$ cat src/rtl/reg_file_wb_pkg.sv
// Shared CPU constants and types for the register file / scoreboard slice.
//   NUM_REGS, DATA_W, ADDR_W : register file geometry
//   CNT_W                    : width of the busy-register count
//   popcount()               : number of set bits in a busy vector
package reg_file_wb_pkg;

   localparam int unsigned NUM_REGS = 16;
   localparam int unsigned DATA_W   = 16;
   localparam int unsigned ADDR_W   = 4;
   localparam int unsigned CNT_W    = 5;

   typedef logic [ADDR_W-1:0] reg_idx_t;
   typedef logic [DATA_W-1:0] reg_data_t;

   // Write-back request as seen by the register file.
   typedef struct packed {
      logic      en;
      reg_idx_t  idx;
      reg_data_t data;
   } wb_req_t;

   function automatic logic [CNT_W-1:0] popcount(input logic [NUM_REGS-1:0] v);
      logic [CNT_W-1:0] cnt;
      cnt = '0;
      for (int unsigned i = 0; i < NUM_REGS; i++) begin
         cnt = cnt + CNT_W'(v[i]);
      end
      return cnt;
   endfunction

endpackage

$ cat src/rtl/reg_scoreboard.sv
// Busy-register scoreboard: tracks registers with an outstanding producer,
// flags read-after-write and write-after-write hazards, counts busy entries.
//   clk, reset              : clock, synchronous active-high reset
//   wr_en_i, wr_idx_i       : write-back (clears busy)
//   rd1_idx_i, rd2_idx_i    : operand indices checked for RAW hazards
//   iss_valid_i, iss_dest_i : issuing instruction (sets busy, WAW check)
//   stall_c_o               : combinational hazard flag for this cycle
//   pending_o               : registered popcount of the registered busy vector
module reg_scoreboard
   import reg_file_wb_pkg::*;
(
   input  logic             clk,
   input  logic             reset,
   input  logic             wr_en_i,
   input  reg_idx_t         wr_idx_i,
   input  reg_idx_t         rd1_idx_i,
   input  reg_idx_t         rd2_idx_i,
   input  logic             iss_valid_i,
   input  reg_idx_t         iss_dest_i,
   output logic             stall_c_o,
   output logic [CNT_W-1:0] pending_o
);

   logic [NUM_REGS-1:0] busy_q, busy_d;
   logic [CNT_W-1:0]    pending_q, pending_d;
   logic                wr_hit, haz1, haz2, waw, issue_set;

   // Hazard detection and next busy state.
   always_comb begin
      wr_hit    = wr_en_i && (wr_idx_i != '0);
      // A same-cycle write to the register resolves the hazard via bypass.
      haz1      = (rd1_idx_i != '0) && busy_q[rd1_idx_i] &&
                  !(wr_hit && (wr_idx_i == rd1_idx_i));
      haz2      = (rd2_idx_i != '0) && busy_q[rd2_idx_i] &&
                  !(wr_hit && (wr_idx_i == rd2_idx_i));
      waw       = iss_valid_i && (iss_dest_i != '0) && busy_q[iss_dest_i] &&
                  !(wr_hit && (wr_idx_i == iss_dest_i));
      stall_c_o = haz1 || haz2 || waw;
      issue_set = iss_valid_i && (iss_dest_i != '0) && !stall_c_o;

      busy_d = busy_q;
      if (wr_hit) begin
         busy_d[wr_idx_i] = 1'b0;
      end
      // Applied after the clear so a new producer wins over a retiring one.
      if (issue_set) begin
         busy_d[iss_dest_i] = 1'b1;
      end
      busy_d[0] = 1'b0;

      // Count lags the busy vector by one cycle.
      pending_d = popcount(busy_q);
   end

   // State registers.
   always_ff @(posedge clk) begin
      if (reset) begin
         busy_q    <= '0;
         pending_q <= '0;
      end else begin
         busy_q    <= busy_d;
         pending_q <= pending_d;
      end
   end

   assign pending_o = pending_q;

endmodule

$ cat src/rtl/reg_file_wb.sv
// 16 x 16-bit register file with write-back bypass and a busy scoreboard.
//   clk, reset                       : clock, synchronous active-high reset
//   regWrite, writeReg, regWriteData : write-back port
//   readReg1/2 -> reg1Data/reg2Data  : combinational read ports (R0 reads 0)
//   issueValid, issueDest            : issuing instruction with deferred result
//   stall                            : operand or destination hazard this cycle
//   pendingCount                     : registered count of busy registers
module reg_file_wb
   import reg_file_wb_pkg::*;
(
   input  logic              clk,
   input  logic              reset,
   input  logic              regWrite,
   input  logic [ADDR_W-1:0] writeReg,
   input  logic [DATA_W-1:0] regWriteData,
   input  logic [ADDR_W-1:0] readReg1,
   input  logic [ADDR_W-1:0] readReg2,
   input  logic              issueValid,
   input  logic [ADDR_W-1:0] issueDest,
   output logic [DATA_W-1:0] reg1Data,
   output logic [DATA_W-1:0] reg2Data,
   output logic              stall,
   output logic [CNT_W-1:0]  pendingCount
);

   reg_data_t regs_q [NUM_REGS];
   reg_data_t regs_d [NUM_REGS];
   wb_req_t   wb;
   logic      wr_hit;

   // Write-back request; writes to R0 are dropped.
   always_comb begin
      wb.en   = regWrite;
      wb.idx  = writeReg;
      wb.data = regWriteData;
      wr_hit  = wb.en && (wb.idx != '0);
   end

   // Next register contents.
   always_comb begin
      regs_d = regs_q;
      if (wr_hit) begin
         regs_d[wb.idx] = wb.data;
      end
   end

   // Register storage.
   always_ff @(posedge clk) begin
      if (reset) begin
         for (int unsigned i = 0; i < NUM_REGS; i++) begin
            regs_q[i] <= '0;
         end
      end else begin
         regs_q <= regs_d;
      end
   end

   // Zero-latency reads with same-cycle write-back bypass.
   always_comb begin
      reg1Data = '0;
      reg2Data = '0;
      if (readReg1 != '0) begin
         reg1Data = (wr_hit && (wb.idx == readReg1)) ? wb.data : regs_q[readReg1];
      end
      if (readReg2 != '0) begin
         reg2Data = (wr_hit && (wb.idx == readReg2)) ? wb.data : regs_q[readReg2];
      end
   end

   reg_scoreboard u_scoreboard (
      .clk         (clk),
      .reset       (reset),
      .wr_en_i     (regWrite),
      .wr_idx_i    (writeReg),
      .rd1_idx_i   (readReg1),
      .rd2_idx_i   (readReg2),
      .iss_valid_i (issueValid),
      .iss_dest_i  (issueDest),
      .stall_c_o   (stall),
      .pending_o   (pendingCount)
   );

endmodule
$ cat config.mk
export PLATFORM = sky130hd
export DESIGN_NAME = reg_file_wb
export DESIGN_NICKNAME = d
export VERILOG_FILES = /design/src/rtl/reg_file_wb_pkg.sv /design/src/rtl/reg_scoreboard.sv /design/src/rtl/reg_file_wb.sv
export SDC_FILE = /design/constraint.sdc
export NUM_CORES = 1
export LEC_CHECK = 0
export ABC_AREA = 1
export CORE_MARGIN = 2
export CORE_UTILIZATION = 55
export DETAILED_ROUTE_END_ITERATION = 8
export PLACE_DENSITY = 0.75
export SYNTH_ARGS = -nofsm -noshare
export SYNTH_HDL_FRONTEND = slang
export SYNTH_SLANG_ARGS = --single-unit
$ cat constraint.sdc
create_clock -name clk -period 3.31 [get_ports clk]
set_clock_uncertainty 0.2 [all_clocks]
set_input_delay 0.662 -clock clk [delete_from_list [all_inputs] [get_ports clk]]
set_output_delay 0.662 -clock clk [all_outputs]
set_load 0.005 [all_outputs]
* Word-level counts from Yosys, hierarchy flattened *
Index checks and enable logic that the tools add are counted.

cells by class
  add/subtract/negate cells = 15
  magnitude comparators = 10
  equal/unequal tests = 3
  multiplexer cells = 25
  bitwise operators = 6
  reduce and logical (&&, ||, !) cells = 25

operators by type and width
  kind                  count
  $bwmux W256           1
  $mux W16              11
  $bmux W16 S4          2
  $add A5 B1 Y5         14
  $demux W16 S4         1
  $lt A4 B5 Y1 const B  4
  $and A16 B16 Y16      1
  $not A16 Y16          1
  $or A16 B16 Y16       1
  $reduce_bool A4 Y1    4
  $ge A5 B5 Y1 const B  3
  $logic_and A1 B1 Y1   15
  $not A4 Y5            3
  $bmux W1 S4           3
  $eq A4 B4 Y1          3
  $demux W1 S4          2
  $ge A4 B1 Y1 const B  2
  $lt A5 B1 Y1 const B  1
  $mux W1               5
  $logic_not A1 Y1      4
  $add A1 B1 Y2         1
  $logic_or A1 B1 Y1    2

word-level totals
  register bits after elaboration = 277
  output and inout port bits = 38
  word-level logic and storage cells = 103

* Longest topological paths before layout *
Gate-level depths: netlist of run 1.

  depth after elaboration = 15
  depth in mapped cells = 14
  mapped depth without buffers = 13

* Cells and area by module *
From an unflattened synthesis of run 1, not the netlist that was laid out.

unflattened totals
  cells, all modules = 2,767
  area, all modules = 16,747.3 sq um

by module, submodules not included
  module          instances  cells an instance  area each (sq um)  seq. area each (sq um)
  reg_file_wb     1          2,453              14,820.5           5,124.9
  reg_scoreboard  1          314                1,926.8            380.4

* Worst setup path before layout of run 1 *
Ideal clock, no wire load.

  path kind = reg2reg
  start = register u_scoreboard.busy_q[1]
  end = register u_scoreboard.pending_q[1], in the netlist u_scoreboard.pending_o[1]
  arrival = 3,277 ps
  required time = 3,043 ps
  slack = -234 ps
  stages on the path, launching flop included = 11
  path buffers = 0
  clock period less this slack = 3,544 ps
  cell sequence = dfxtp_1 > inv_1 > fa_1 > fa_1 > fa_1 > fa_1 > inv_1 > fa_1 > inv_1 > fa_1 > nor2_1

on the way
  longest elaborated chain between the ends = 15

ends and longest elaborated chain
  what                          line                   RTL
  start, declared               reg_scoreboard.sv:24   logic [NUM_REGS-1:0] busy_q, busy_d;
  start signal, assigned        reg_scoreboard.sv:61   busy_q <= busy_d;
  $add A1 B1 Y2                 reg_file_wb_pkg.sv:26  cnt = cnt + CNT_W'(v[i]);
  $add A5 B1 Y5 (14 in series)  reg_file_wb_pkg.sv:26
  end signal, assigned          reg_scoreboard.sv:62   pending_q <= pending_d;
  end, declared                 reg_scoreboard.sv:25   logic [CNT_W-1:0] pending_q, pending_d;

No other way between the ends.
A chain may end at the register's enable or synchronous reset.

* Final worst setup path of run 1 *
  start = register u_scoreboard.busy_q[6]
  end = register u_scoreboard.pending_q[1], in the netlist u_scoreboard.pending_o[1]

on the way
  longest elaborated chain between the ends = 10

ends and longest elaborated chain
  what                          line
  $add A5 B1 Y5 (10 in series)  reg_file_wb_pkg.sv:26

No other way between the ends.

==> results of run 1 <==
## how the worst max path moves through the flow
stage | start | endpoint | slack (ns)
detailed placement | writeReg[0] | reg1Data[9] | -0.56
global route | u_scoreboard.busy_q[6] | u_scoreboard.pending_o[1] | -0.39
global placement | writeReg[0] | reg1Data[9] | -0.52
CTS | u_scoreboard.busy_q[1] | u_scoreboard.pending_o[1] | -0.32
finish | u_scoreboard.busy_q[6] | u_scoreboard.pending_o[1] | -0.28
floorplan | u_scoreboard.busy_q[2] | u_scoreboard.pending_o[1] | -0.22
## metrics by stage
step	TNS [ns]	hold slack, ns	power, µW
after floorplan	-0.370	0.210	4180
after global placement	-14.81	0.229	4780
after detailed placement	-14.83	0.232	4800
after CTS	-0.580	0.243	8250
after global routing	-0.848	0.272	8560
final	-0.537	0.247	8330
## sequential cells by signal, summed over array words and instances, names as in the netlist
name,count
regs_q,256
u_scoreboard.pending_o,4
u_scoreboard.busy_q,15
## synthesized netlist by cell type
master	instances	area share, %
dfxtp_1	275	36
nor2_8	1	0.13
o21ai_1	24	0.78
a211oi_1	220	11
a31oi_1	6	0.24
nand2_2	1	0.041
conb_1	1	0.024
o22ai_1	2	0.081
nor3_1	2	0.065
a21oi_1	205	6.7
xor2_1	6	0.34
nor2_2	5	0.20
clkinv_1	2	0.049
buf_4	10	0.49
o211ai_1	6	0.29
buf_2	71	2.3
clkbuf_1	112	2.7
fa_1	10	1.3
nor2_4	3	0.22
nand2_1	321	7.8
nor2_1	386	9.4
ha_1	2	0.16
inv_2	5	0.12
buf_1	11	0.27
a21boi_2	1	0.073
nand4_1	19	0.77
o21ai_0	325	11
nand3_1	131	4.3
inv_1	148	3.6
buf_6	7	0.51
## routing by layer
layer / track usage, % / vias up / wire, µm
met4: 22.1 / 2 / 3480
met5: 0 / - / 10
met1: 51.9 / 8163 / 22800
met3: 9.60 / 270 / 7550
li1: - / 8118 / -
met2: 59.3 / 1240 / 25400
## critical path: cells and delay by family, from the launching register on
kind                     cells  cell delay (ns)
adder cells (fa/ha/maj)      6             2.74
flip-flops                   1             0.33
AND/OR/NAND/NOR              1             0.08
buffers and inverters        3             0.17
## logic make-up after synthesis
| group | Yosys count | share of synthesized area (%) |
|---|---|---|
| xor gates and xnor gates | 6 | 0.341 |
| other | 1 | 0.0244 |
| adders and majority gates | 12 | 1.46 |
| buffers and inverters | 366 | 10.1 |
| AOI/OAI and AO/OA | 789 | 29.4 |
| DFF | 275 | 35.7 |
| and+or+nand+nor | 869 | 22.9 |
## cells in the final DEF, fill, tap and decap left out, types with 6 or more instances in the layout
master,count
a211oi_2,16
nor2_4,7
clkbuf_16,31
buf_4,170
nand3_1,129
nand2_2,6
inv_1,141
o21ai_0,312
buf_6,12
buf_2,15
buf_12,40
nor2_2,17
xor2_1,6
clkinv_2,6
o211ai_1,6
dfxtp_1,272
fa_1,8
inv_2,7
clkbuf_8,11
clkdlybuf4s50_1,22
dlygate4sd2_1,16
nand4_1,19
nor2_1,370
a21oi_1,202
a211oi_1,204
nand2_1,314
o21ai_1,36
## power by group through the flow
stage	combinational (µW)	clock, µW	sequential (µW)
floorplan	708	0	3470
global placement	1300	0	3480
detailed placement	1320	0	3480
CTS	1340	3500	3410
global route	1510	3630	3420
finish	1410	3500	3410
## cell type report
cell class	instances	area, µm²
multi-input combinational	1677	8550
fill	2315	8540
sequential	275	5510
timing repair buffer	297	3000
clock buffer	42	896
inverter	155	597
tap	378	473
clock inverter	13	141
## timing repair
| item | CTS | global route |
|---|---|---|
| setup endpoints to repair | 35 | 26 |
| cloned | 5 | 1 |
| buffers inserted | 7 | 5 |
| gates resized for setup | 128 | 60 |
| endpoints found under the hold margin | 0 | 0 |
| pin swaps | 16 | 18 |
==> impl_metrics.env, run 1 <==
export IMPL_run_status="finished with violations"
export IMPL_grt_pass1_wl_mm=90.4
export IMPL_rsz0062_at_grt="yes"
export IMPL_utilization_pct=69.2
export IMPL_cp_cell_sequence="fa_1, inv_2, fa_1, fa_1, fa_1, inv_1, fa_2, inv_2, fa_2, nor2_1"
export IMPL_synth_fp_nets=2366
export IMPL_critPathArrivalTime_ns=3.89
export IMPL_switching_share_pct=28.5
export IMPL_crit_top_cell="fa_1"
export IMPL_hpwlAfterDp_mm=38.8
export IMPL_layout_nets=2484
export IMPL_drv_cap=0
export IMPL_netlist_area_um2=15400
export IMPL_avgRoutedWirePerCell_um=20.9
export IMPL_core_area_um2=27700
export IMPL_ios=74
export IMPL_slowest_delay_ns=0.56
export IMPL_cts_tree="yes"
export IMPL_path_class="flip-flop to flip-flop"
export IMPL_r2r_slack_ns=-0.28
export IMPL_numCtsBuffers=30
export IMPL_leakage_uw=0.00732
export IMPL_netlist_instances=2318
export IMPL_insertion_delay_ns=0.57
export IMPL_cts_sinks=275
export IMPL_areaGrowthSynthToFinish_pct=24.4
export IMPL_r2r_end="u_scoreboard.pending_o[1]"
export IMPL_final_max_slew_viol_count=0
export IMPL_via_per_inst=6.27
export IMPL_synth_seq_cells=275
export IMPL_worst_r2r_path_depth=10
export IMPL_routed_wl_mm=59.2
export IMPL_worstHoldStart="regs_q[254]"
export IMPL_diodes=0
export IMPL_power_frac_comb_pct=17.0
export IMPL_ys_seq_area_share_pct=35.7
export IMPL_power_switching_uw=2370
export IMPL_intPower_uw=5960
export IMPL_slew_limit_headroom_pct=55.5
export IMPL_io_buffers=72
export IMPL_placementRows=61
export IMPL_holdBufCountCts=0
export IMPL_crit_path_start_kind="flip-flop"
export IMPL_die_y_um=171
export IMPL_hold_viol=0
export IMPL_violations="negative setup slack"
export IMPL_critPathMaxFanout=2
export IMPL_cts_max_level=1
export IMPL_clock_power_share_pct=42.0
export IMPL_drt_iter0_drc=2586
export IMPL_via_count=17793
export IMPL_antenna_found_initial=1
export IMPL_clock_root_buffer="clkbuf_16"
export IMPL_placed_cell_area_um2=17700
export IMPL_postRouteAntennaNets=0
export IMPL_post_route_min_period_ns=3.59
export IMPL_r2r_start="u_scoreboard.busy_q[6]"
export IMPL_seqPwrFrac_pct=41.0
export IMPL_die_x_um=171
export IMPL_stdcell_count=2837
export IMPL_cp_required_ns=3.61
export IMPL_critPathSlowestCell="fa_1"
export IMPL_drtPass1Iterations=7
export IMPL_fmax_mhz=278
export IMPL_yosysWarnings=0
export IMPL_drc=0
export IMPL_fin_area_um2=19200
export IMPL_grt_overflow=0
export IMPL_cts_buffer_depth=3
export IMPL_cp_end_kind="flip-flop"
export IMPL_power_density_nw_per_um2=435
export IMPL_initial_utilization_pct=55.6
export IMPL_grt_pass1_vias=16292
export IMPL_timing_final_crit_share_pct=108
export IMPL_whs_path_depth=2
export IMPL_clk_pin_slew_ns=0.06
export IMPL_setup_ws_ns=-0.281
export IMPL_vdd_ir_drop_max_v=0.000387
export IMPL_gp_congestion=0.954
export IMPL_dp_cells=2764
export IMPL_final_setup_viol_count=2
export IMPL_grt_max_degree=89
export IMPL_hold_end="regs_q[254]"
export IMPL_grt_use_total_pct=39.5
export IMPL_syn_area_per_cell_um2=6.64
export IMPL_yosysUniqueCellTypes=30
export IMPL_die_area_um2=29400
export IMPL_hp_class="flip-flop to flip-flop"
export IMPL_layout_drive_gt1_share_pct=15.4
export IMPL_pre_cts_ws_ns=-0.564
export IMPL_worst_slew_pin_slew_ns=0.667
No activity file was read; power rests on OpenSTA's default activity.
==> run 2: changes to the inputs <==
--- a/config.mk
+++ b/config.mk
@@ -6,6 +6,7 @@
 export NUM_CORES = 1
 export LEC_CHECK = 0
 export ABC_AREA = 1
+export CORE_ASPECT_RATIO = 0.9
 export CORE_MARGIN = 2
 export CORE_UTILIZATION = 55
 export DETAILED_ROUTE_END_ITERATION = 8
==> impl_metrics.env, run 2 (synthesis results as in run 1) <==
export IMPL_n_fill_cell=2400
export IMPL_critPathSlowestCell="fa_1"
export IMPL_diodes=0
export IMPL_multi_input_area_um2=8580
export IMPL_grt_overflow=0
export IMPL_cts_buffer_depth=3
export IMPL_power_density_nw_per_um2=435
export IMPL_intPower_uw=5970
export IMPL_power_frac_comb_pct=16.9
export IMPL_setup_ws_ns=-0.257
export IMPL_die_y_um=163
export IMPL_final_cell_mix="nor2_1 (369), o21ai_0 (323), nand2_1 (316), dfxtp_1 (272), a211oi_1 (204)"
export IMPL_final_setup_viol_count=3
export IMPL_run_status="finished with violations"
export IMPL_placementRows=58
export IMPL_critPathMaxFanout=2
export IMPL_crit_top_cell="fa_1"
export IMPL_power_switching_uw=2280
export IMPL_cts_tree="yes"
export IMPL_rsz0062_at_grt="yes"
export IMPL_crit_path_start_kind="flip-flop"
export IMPL_clk_pin_slew_ns=0.06
export IMPL_die_area_um2=29400
export IMPL_cp_end_kind="flip-flop"
export IMPL_final_max_slew_viol_count=0
export IMPL_cts_max_level=1
export IMPL_slowest_delay_ns=0.53
export IMPL_grt_max_degree=88
export IMPL_layout_drive_gt1_share_pct=15.4
export IMPL_die_x_um=180
export IMPL_io_buffers=72
export IMPL_worst_r2r_path_depth=10
export IMPL_leakage_uw=0.00721
export IMPL_hold_viol=0
export IMPL_drv_cap=0
export IMPL_register_area_um2=5510
export IMPL_clock_root_buffer="clkbuf_16"
export IMPL_fin_tns_setup_ns=-0.458
export IMPL_largest_register_ffs=256
export IMPL_drc=0
export IMPL_drtPass1Iterations=8
export IMPL_cp_cell_sequence="fa_1, inv_1, fa_1, fa_1, fa_1, inv_1, fa_2, inv_2, fa_2, nor2_1"
export IMPL_pre_cts_ws_ns=-0.643
export IMPL_violations="negative setup slack"
export IMPL_whs_path_depth=2
export IMPL_post_route_min_period_ns=3.57
export IMPL_critPathArrivalTime_ns=3.88
export IMPL_grt_pass1_vias=16340
export IMPL_antenna_found_initial=1
export IMPL_clock_power_share_pct=41.7
export IMPL_top_register="regs_q"
export IMPL_routed_wl_mm=57.9
export IMPL_timing_final_crit_share_pct=108
export IMPL_cp_depth=10
export IMPL_core_area_um2=27700
export IMPL_layout_nets=2484
export IMPL_avgRoutedWirePerCell_um=20.6
export IMPL_path_class="flip-flop to flip-flop"
export IMPL_via_per_inst=6.25
export IMPL_path_buf_inv=3
export IMPL_insertion_delay_ns=0.58
export IMPL_critPathTopFamily="adder cells"
export IMPL_holdBufCountCts=0
export IMPL_utilization_pct=68.5
export IMPL_grt_use_total_pct=38.1
export IMPL_numCtsBuffers=30
export IMPL_postRouteAntennaNets=0
export IMPL_worst_slew_pin_slew_ns=0.654
export IMPL_fmax_mhz=280
export IMPL_hpwlAfterDp_mm=38.6
export IMPL_drt_iter0_drc=2557
export IMPL_initial_utilization_pct=55.6
export IMPL_switching_share_pct=27.7
export IMPL_vdd_ir_drop_max_v=0.000475
export IMPL_areaGrowthSynthToFinish_pct=23.4
export IMPL_seqPwrFrac_pct=41.3
export IMPL_gp_congestion=1.04
export IMPL_cp_required_ns=3.62
export IMPL_stdcell_count=2815
export IMPL_hold_slack_ns=0.236
export IMPL_dp_cells=2757
export IMPL_via_count=17591
export IMPL_grt_pass1_wl_mm=89.4
export IMPL_cts_sinks=275
export IMPL_slew_limit_headroom_pct=56.4
export IMPL_hp_class="flip-flop to flip-flop"
export IMPL_final_common_cell="nor2_1"
export IMPL_ios=74
## run 2: worst paths after layout
kind | start | to | slack [ns]
worst max-delay path | u_scoreboard.busy_q[6] | u_scoreboard.pending_o[1] | -0.26
worst min-delay path | regs_q[254] | regs_q[254] | 0.24
worst max register to register | u_scoreboard.busy_q[6] | u_scoreboard.pending_o[1] | -0.26
worst min register to register | regs_q[254] | regs_q[254] | 0.24
## run 2: worst min-delay path, cell delays in order (launching register included)
cell and delay, ns:
dfxtp_1 0.32, inv_1 0.05, nor2_1 0.03
## run 2: metrics by stage
stage | total power (µW) | area, µm²
2_1_floorplan | 4180 | 15400
3_3_place_gp | 4800 | 17800
3_5_place_dp | 4820 | 17800
4_1_cts | 8210 | 18900
5_1_grt | 8500 | 19000
6_report | 8260 | 19000
## run 2: power groups by stage
stage | clock, µW | combinational, µW | sequential (µW)
final | 3450 | 1400 | 3410
after global routing | 3590 | 1490 | 3420
after CTS | 3460 | 1340 | 3410
after detailed placement | 0 | 1340 | 3480
after global placement | 0 | 1320 | 3480
after floorplan | 0 | 708 | 3470
## run 2: layer usage
layer | vias up | track usage [%] | wire length (µm)
li1 | 8134 | - | -
met1 | 7974 | 50.2 | 22400
met2 | 1218 | 58.9 | 25100
met3 | 265 | 7.78 | 6870
met4 | 0 | 21.3 | 3620
met5 | - | 0 | 0
## run 2: cell type report
class | instances | area share [%]
clock buffers | 49 | 4.97
repair buffers | 297 | 15.1
well taps | 360 | 2.37
multi-input cells | 1677 | 45.2
flip-flops and latches | 275 | 29.0
inverters | 155 | 3.10
clock inverters | 2 | 0.316
## run 2: repair_timing
item                                    4_1_cts  5_1_grt
cloned                                        1        1
gates resized for setup                      97       72
buffers inserted                              5        2
pin swaps                                    13       14
endpoints found under the setup margin       35       33
